[src/rtl/cmd_sequencer_pkg.sv]
// Shared constants for the host command sequencer: FSM state encoding,
// opcode values and the default frame header byte.
package cmd_sequencer_pkg;

  typedef enum logic [3:0] {
    ST_HUNT    = 4'd0,
    ST_OPC     = 4'd1,
    ST_ADDR    = 4'd2,
    ST_DHI     = 4'd3,
    ST_DLO     = 4'd4,
    ST_RD_LAT  = 4'd5,
    ST_TX_HI   = 4'd6,
    ST_TX_HI_W = 4'd7,
    ST_TX_LO   = 4'd8,
    ST_TX_LO_W = 4'd9
  } state_t;

  localparam logic [7:0] OP_WRITE  = 8'h01;
  localparam logic [7:0] OP_READ   = 8'h02;
  localparam logic [7:0] OP_START  = 8'h10;
  localparam logic [7:0] OP_STOP   = 8'h11;
  localparam logic [7:0] SYNC_BYTE = 8'hA5;

endpackage

[src/rtl/cmd_sequencer_timeout.sv]
// Inter-byte timeout counter: cleared by every received byte, counts only
// while enabled, and flags expiry for one cycle when it reaches TIMEOUT-1.
module cmd_timeout #(
  parameter int TIMEOUT = 1000000
) (
  input  logic clk,
  input  logic rst,
  input  logic clear,
  input  logic enable,
  output logic expired
);

  localparam int CW = (TIMEOUT > 2) ? $clog2(TIMEOUT) : 1;
  localparam logic [CW-1:0] LAST = CW'(TIMEOUT - 1);

  logic [CW-1:0] cnt;

  always_ff @(posedge clk or negedge rst) begin
    if (!rst) begin
      cnt <= '0;
    end else if (clear || !enable) begin
      cnt <= '0;
    end else if (cnt != LAST) begin
      cnt <= cnt + 1'b1;
    end
  end

  // Independent of clear, so a byte landing on the expiry cycle loses.
  assign expired = enable && (cnt == LAST);

endmodule

[src/rtl/cmd_sequencer.sv]
// Host command front-end: frames serial bytes into WRITE/READ/START/STOP
// commands, drives the config register port and returns read data over tx.
module cmd_sequencer #(
  parameter int         ADDR_W    = 4,
  parameter logic [7:0] SYNC_BYTE = cmd_sequencer_pkg::SYNC_BYTE,
  parameter int         TIMEOUT   = 1000000
) (
  input  logic                      clk,
  input  logic                      rst,
  input  logic [7:0]                rx_data,
  input  logic                      rx_valid,
  output logic                      cfg_we,
  output logic [ADDR_W-1:0]         cfg_addr,
  output logic [15:0]               cfg_wdata,
  input  logic [15:0]               cfg_rdata,
  output logic                      corr_start,
  output logic                      corr_stop,
  output logic [7:0]                tx_data,
  output logic                      tx_send,
  input  logic                      tx_busy,
  output logic                      err,
  output logic                      busy,
  output cmd_sequencer_pkg::state_t state
);
  import cmd_sequencer_pkg::*;

  state_t            state_nxt;
  logic              is_read, is_read_nxt;
  logic              rd_wait, rd_wait_nxt;
  logic [7:0]        dhi, dhi_nxt;
  logic [15:0]       hold, hold_nxt;
  logic              cfg_we_nxt, corr_start_nxt, corr_stop_nxt;
  logic              tx_send_nxt, err_nxt;
  logic [ADDR_W-1:0] cfg_addr_nxt;
  logic [15:0]       cfg_wdata_nxt;
  logic [7:0]        tx_data_nxt;
  logic              to_enable, to_expired;

  assign to_enable = (state == ST_OPC) || (state == ST_ADDR) ||
                     (state == ST_DHI) || (state == ST_DLO);
  assign busy      = (state != ST_HUNT);

  cmd_timeout #(.TIMEOUT(TIMEOUT)) u_timeout (
    .clk     (clk),
    .rst     (rst),
    .clear   (rx_valid),
    .enable  (to_enable),
    .expired (to_expired)
  );

  // tx handshake: tx_send is a one-cycle request with tx_data valid from then
  // on; tx_busy rises the next cycle and a new send is only made once it is low.
  always_comb begin
    state_nxt      = state;
    is_read_nxt    = is_read;
    rd_wait_nxt    = rd_wait;
    dhi_nxt        = dhi;
    hold_nxt       = hold;
    cfg_we_nxt     = 1'b0;
    corr_start_nxt = 1'b0;
    corr_stop_nxt  = 1'b0;
    tx_send_nxt    = 1'b0;
    err_nxt        = 1'b0;
    cfg_addr_nxt   = cfg_addr;
    cfg_wdata_nxt  = cfg_wdata;
    tx_data_nxt    = tx_data;
    if (to_expired) begin
      err_nxt   = 1'b1;
      state_nxt = ST_HUNT;
    end else begin
      case (state)
        ST_HUNT: begin
          if (rx_valid && (rx_data == SYNC_BYTE)) state_nxt = ST_OPC;
        end
        ST_OPC: begin
          if (rx_valid) begin
            case (rx_data)
              OP_WRITE: begin is_read_nxt = 1'b0; state_nxt = ST_ADDR; end
              OP_READ:  begin is_read_nxt = 1'b1; state_nxt = ST_ADDR; end
              OP_START: begin corr_start_nxt = 1'b1; state_nxt = ST_HUNT; end
              OP_STOP:  begin corr_stop_nxt = 1'b1; state_nxt = ST_HUNT; end
              default:  begin err_nxt = 1'b1; state_nxt = ST_HUNT; end
            endcase
          end
        end
        ST_ADDR: begin
          if (rx_valid) begin
            if ((rx_data >> ADDR_W) != 8'd0) begin
              err_nxt   = 1'b1;
              state_nxt = ST_HUNT;
            end else begin
              cfg_addr_nxt = rx_data[ADDR_W-1:0];
              rd_wait_nxt  = 1'b1;
              state_nxt    = is_read ? ST_RD_LAT : ST_DHI;
            end
          end
        end
        ST_DHI: begin
          if (rx_valid) begin
            dhi_nxt   = rx_data;
            state_nxt = ST_DLO;
          end
        end
        ST_DLO: begin
          if (rx_valid) begin
            cfg_wdata_nxt = {dhi, rx_data};
            cfg_we_nxt    = 1'b1;
            state_nxt     = ST_HUNT;
          end
        end
        ST_RD_LAT: begin
          // cfg_addr becomes valid on entry; the register file answers a cycle later.
          if (rd_wait) begin
            rd_wait_nxt = 1'b0;
          end else begin
            hold_nxt  = cfg_rdata;
            state_nxt = ST_TX_HI;
          end
        end
        ST_TX_HI: begin
          if (!tx_busy) begin
            tx_data_nxt = hold[15:8];
            tx_send_nxt = 1'b1;
            state_nxt   = ST_TX_HI_W;
          end
        end
        ST_TX_HI_W: begin
          if (!tx_send && !tx_busy) state_nxt = ST_TX_LO;
        end
        ST_TX_LO: begin
          if (!tx_busy) begin
            tx_data_nxt = hold[7:0];
            tx_send_nxt = 1'b1;
            state_nxt   = ST_TX_LO_W;
          end
        end
        ST_TX_LO_W: begin
          if (!tx_send && !tx_busy) state_nxt = ST_HUNT;
        end
        default: state_nxt = ST_HUNT;
      endcase
    end
  end

  always_ff @(posedge clk or negedge rst) begin
    if (!rst) begin
      state      <= ST_HUNT;
      is_read    <= 1'b0;
      rd_wait    <= 1'b0;
      dhi        <= '0;
      hold       <= '0;
      cfg_we     <= 1'b0;
      cfg_addr   <= '0;
      cfg_wdata  <= '0;
      corr_start <= 1'b0;
      corr_stop  <= 1'b0;
      tx_data    <= '0;
      tx_send    <= 1'b0;
      err        <= 1'b0;
    end else begin
      state      <= state_nxt;
      is_read    <= is_read_nxt;
      rd_wait    <= rd_wait_nxt;
      dhi        <= dhi_nxt;
      hold       <= hold_nxt;
      cfg_we     <= cfg_we_nxt;
      cfg_addr   <= cfg_addr_nxt;
      cfg_wdata  <= cfg_wdata_nxt;
      corr_start <= corr_start_nxt;
      corr_stop  <= corr_stop_nxt;
      tx_data    <= tx_data_nxt;
      tx_send    <= tx_send_nxt;
      err        <= err_nxt;
    end
  end

endmodule
[config.mk]
export PLATFORM = sky130hd
export DESIGN_NAME = cmd_sequencer
export DESIGN_NICKNAME = d
export VERILOG_FILES = /design/src/rtl/cmd_sequencer_pkg.sv /design/src/rtl/cmd_sequencer_timeout.sv /design/src/rtl/cmd_sequencer.sv
export SDC_FILE = /design/constraint.sdc
export NUM_CORES = 1
export LEC_CHECK = 0
export CORE_MARGIN = 1
export CORE_UTILIZATION = 57
export DETAILED_ROUTE_END_ITERATION = 7
export GPL_ROUTABILITY_DRIVEN = 0
export PLACE_DENSITY = 0.85
export SLEW_MARGIN = 10
export SYNTH_ARGS = -nofsm -noshare
export SYNTH_HDL_FRONTEND = slang
export SYNTH_SLANG_ARGS = --single-unit
export TNS_END_PERCENT = 30
[constraint.sdc]
create_clock -name clk -period 6 [get_ports clk]
set_clock_uncertainty 0.1 [all_clocks]
set_input_delay 1.5 -clock clk [delete_from_list [all_inputs] [get_ports clk]]
set_output_delay 1.5 -clock clk [all_outputs]
set_load 0.02 [all_outputs]
* Yosys cells after proc, flatten, opt, wreduce, memory -nomap -nowiden
Index checks and enable logic that the tools add are counted.
Word-level totals: bits in registers 83, input bits 28, output and inout bits 38, word-level logic and storage cells 120
Cells by class: $add $sub $neg 1, equality and inequality tests 30, multiplexer cells 44, bitwise gates (word level) 3, reduce and logical (&&, ||, !) cells 28
Operators by type and width (count):
- 4-bit two-way mux | 11
- 20-bit two-way mux | 2
- 4-bit one-hot mux with 10 select lines | 1
- 3-bit inequality test (second input constant) | 10
- 1-bit two-way mux | 21
- 20-bit by 1-bit adder with 20-bit output (second input constant) | 1
- 20-bit equality test (second input constant) | 1
- 20-bit inequality test (second input constant) | 1
- 4-bit by 3-bit equality test with 1-bit output (second input constant) | 4
- 8-bit by 5-bit equality test with 1-bit output (second input constant) | 2
- 8-bit two-way mux | 2
- 8-bit one-hot mux with 2 select lines | 1
- 4-bit AND reduction | 4
- 10-bit AND reduction | 1
- 3-bit AND reduction | 3
- 4-bit by 2-bit equality test with 1-bit output (second input constant) | 2
- 4-bit equality test (second input constant) | 2
- 8-bit by 1-bit equality test with 1-bit output (second input constant) | 1
- 8-bit by 2-bit equality test with 1-bit output (second input constant) | 1
- 8-bit equality test (second input constant) | 1
- 2-bit inequality test (second input constant) | 4
- 2-bit nonzero test | 4
- 8-bit nonzero test | 1
- 3-bit two-way mux | 2
- other kinds (11) | 23

* Depth between registers and ports, before layout
depth in word-level cells 7, depth in mapped cells 8, gate-level depth less buffers 6

* Cells and area by module
From an unflattened synthesis, not the netlist that was laid out.
Second synthesis, totals: cells, all modules 343, area total of the unflattened synthesis 3891.2 sq um
By module, submodules not included:
- cmd_sequencer | instances 1, cells an instance 224, area each 2816.5 sq um, sequential area each 1576.5 sq um
- cmd_timeout | instances 1, cells an instance 119, area each 1074.8 sq um, sequential area each 500.5 sq um

* Worst setup path before layout
Ideal clock, no wire load.
path kind input to register, start point input rx_data[5], end point register cfg_addr[0], setup time 125 ps, arrival time 2817 ps, required time 5775 ps, path slack 2959 ps, cell stages on the path 3, path buffers 0, cells stage by stage nor4_1 > and4_1 > mux2_2
Between the ends: longest elaborated chain between the ends 3
RTL lines:
- start: declaration | line cmd_sequencer.sv:10 | input logic [7:0] rx_data,
- 8-bit nonzero test | line cmd_sequencer.sv:88 | if ((rx_data >> ADDR_W) != 8'd0) begin
- 1-bit NOT (no line)
- 4-bit AND reduction (no line)
- end signal: assignment | line cmd_sequencer.sv:167 | cfg_addr <= cfg_addr_nxt;
- end: declaration | line cmd_sequencer.sv:13 | output logic [ADDR_W-1:0] cfg_addr,
No other way between the ends. A chain may end at the register's enable or synchronous reset.

* Final worst setup path
start point register state[1], end point output busy
Between the ends: longest elaborated chain between the ends 1
RTL lines:
- start: declaration | line cmd_sequencer.sv:23 | output cmd_sequencer_pkg::state_t state
- start signal: assignment | line cmd_sequencer.sv:161 | state <= state_nxt;
- 4-bit nonzero test | line cmd_sequencer.sv:41 | assign busy = (state != ST_HUNT);
- end: declaration | line cmd_sequencer.sv:22 | output logic busy,
No other way between the ends.

==> results.toml <==
[sta]
fin_crit_sh_pct = 61.0
max_slew.worst_pin.slew_ps = 1010
hold_viol_final = 0
grt_setup_unrepaired = "no"
drv_slew = 0
max_freq_mhz = 273
relSlewSlack_pct = 32.9
setup_tns_ps = 0
postLayoutSetupSlackWorst_ps = 2340
setup_viol = 0
fin_crit_ps = 3660
hold_ws_ps = 397

[yosys]
synth_top_family_by_area = "multiplexers"
synth_fa_ha_area_share_pct = 0.327
yosysUniqueCellTypes = 45
synth_enable_flop_cells = 0
synth_compound_area_share_pct = 5.58
synth_area_leaders = "dfrtp_1 (54%), mux2_2 (10%), mux2i_1 (3.7%)"
synthXorXnorAreaFrac_pct = 4.11
synth_area_per_cell_sq_um = 11.7
yosys-top-cells-count = "dfrtp_1 (83), mux2_2 (35), nor2_1 (32), nand2_1 (27), o21ai_0 (16)"
synth.cell_area_sq_um = 3830
ys_ff_latch = 83
ys_seq_area_share_pct = 54.2
synth_ff_type = "dfrtp_1"
synthSimpleGateAreaFrac_pct = 15.6
ys_warn_count = 0
syn_inst = 327
yosysTopAreaCellShare_pct = 54.2
syn_nets = 356
synthMostInstantiatedCell = "dfrtp_1"
yosysTopAreaCell = "dfrtp_1"
synth-async-reset-ratio_pct = 100
synth_mux_area_share_pct = 17.5

[cts]
cts_root_buf = "clkbuf_8"
cts_hold_buf = 0
cts.sinks = 83
cts_made_buffers = 9
ctsResizeCount = 0
cts_tree = "yes"
clock_latency_ps = 360
cts.clk_slew.worst_paths_ps = 80
h-tree-depth = 3
clockBufferDepth = 2
post-cts-setup-buffers = 0

[floorplanning]
initial_utilization_pct = 59.7
rows = 29
dieArea_sq_um = 7050
io_pins = 66
die_h_microns = 84.0
core_region_area_sq_um = 6420
die_x_microns = 84.0

[flow_run]
cap_violations = 0

[critical_path]
crit_path_end_kind = "output port"
rrSetupSlack_ps = 3480
cp_max_fo = 16
worstReg2RegEnd = "cfg_wdata[11]$_DFFE_PN0P_"
worst_r2r_startpoint = "state[1]$_DFFE_PN0P_"
r2r_cells = 5
critPathLaunch = "state[1]$_DFFE_PN0P_"
required_ps = 4400
cp-start-kind = "flip-flop"
critical_path_class = "reg -> out"
arrival_ps = 2060

[routing]
drc = 12
drt-initial-drc-count = 167
wl_met2_mm = 3.96
vias = 2784
routed.top_layer = "met4"
vias_per_cell = 5.92
drt_wl_total_mm = 7.89
wl_met3_microns = 487
firstDrtPassIters = 6
wl_met1_mm = 3.21
ant_nets = 0
post_drt_wl_per_cell_microns = 16.8

[cells_and_area]
diodes = 0
fin_cells = 470
nNetsFinal = 417
drive_gt1_share_pct = 17.0
area_growth_syn_to_layout_pct = 23.0
stdcell_area_sq_um = 4710

[worst_hold_path]
min_to = "tx_data[1]$_DFFE_PN0P_"
hp-start = "tx_data[1]$_DFFE_PN0P_"
whs_path_depth = 2
holdCritPathClass = "reg -> reg"

[power]
p_per_area_nw_per_um2 = 390
max-vdd-ir-drop_uv = 196
p_leak_uw = 0.00205

[grt]
grt_pass1_vias = 2826
grt_max_degree = 84
grtUsageTotal_pct = 24.9
grt_overflow = 0
grt_pass1_wl_mm = 13.6
antenna_found_initial = 0

[placed_design]
post-place-ws_ps = 2110
dp_hpwl_mm = 5.38
port_buffers = 65
dpl_cell_area_sq_um = 4500
dp.cells = 454

[outcome]
violations = "DRC"
outcome = "complete, but fails checks"
metrics by stage:
step | util [%] | total power (uW)
final | 73.4 | 1840
after global routing | 73.4 | 1930
after CTS | 73.3 | 1840
after detailed placement | 70.0 | 1420
after global placement | 70.0 | 1400
after floorplan | - | 1180
layout by cell type (no fill, tap or decap), types with 3 or more instances in the layout:
master / count
dfrtp_1: 83
clkdlybuf4s50_1: 64
mux2_2: 35
nor2_1: 32
nand2_1: 27
o21ai_0: 16
mux2i_1: 14
xor2_1: 11
clkbuf_8: 10
mux2_4: 9
xnor2_1: 7
nand3_1: 6
nand4_1: 6
a21oi_1: 6
nor4_1: 5
inv_1: 5
and3_1: 5
nor3_1: 5
and2_1: 4
nor2b_1: 3
or3_1: 3
nand2b_1: 3
worst max path at each step:
stage,end,slack [ps]
floorplan,cfg_addr[0]$_DFFE_PN0P_,2960
global placement,cfg_addr[2]$_DFFE_PN0P_,2140
CTS,busy,2380
finish,busy,2340
detailed placement,cfg_addr[1]$_DFFE_PN0P_,2110
global route,state[2]$_DFFE_PN0P_,2190
final cells by class:
type	instances	area, sq um
flip-flops and latches	83	2080
fillers	430	1710
multi-input cells	224	1660
repair buffers	65	648
clock buffers	10	138
well taps	77	96.3
clock inverters	6	71.3
inverters	5	18.8
metal layers:
layer / up-vias / track usage, %
li1: 1275 / -
met4: 0 / 12.2
met1: 1375 / 30.8
met5: - / 0
met3: 27 / 5.14
met2: 107 / 41.6
worst max-delay path, stage by stage (launching register included):
cell	delay (ps)
dfrtp_1	550
nor2_1	420
nand2_1	160
clkdlybuf4s50_1	570
kinds of logic (layout without fill, tap and decap cells):
family,count (synthesis),in the layout
AOI/OAI and AO/OA,35,35
xor gates and xnor gates,18,18
adders and majority gates,1,1
buffers and inverters,20,86
DFF,83,83
muxes,58,58
and+or+nand+nor,112,112
power breakdown:
| group | switching, uW | internal [uW] | total [uW] |
|---|---|---|---|
| sequential | 102 | 692 | 794 |
| clock | 210 | 207 | 417 |
| combinational | 308 | 318 | 626 |
registers in the layout (all words and copies together) (netlist names), 4 cells and up:
name	flops
cfg_addr	4
cfg_wdata	16
dhi	8
hold	16
state	4
tx_data	8
u_timeout.cnt	20
(Power assumes the default switching activity.)
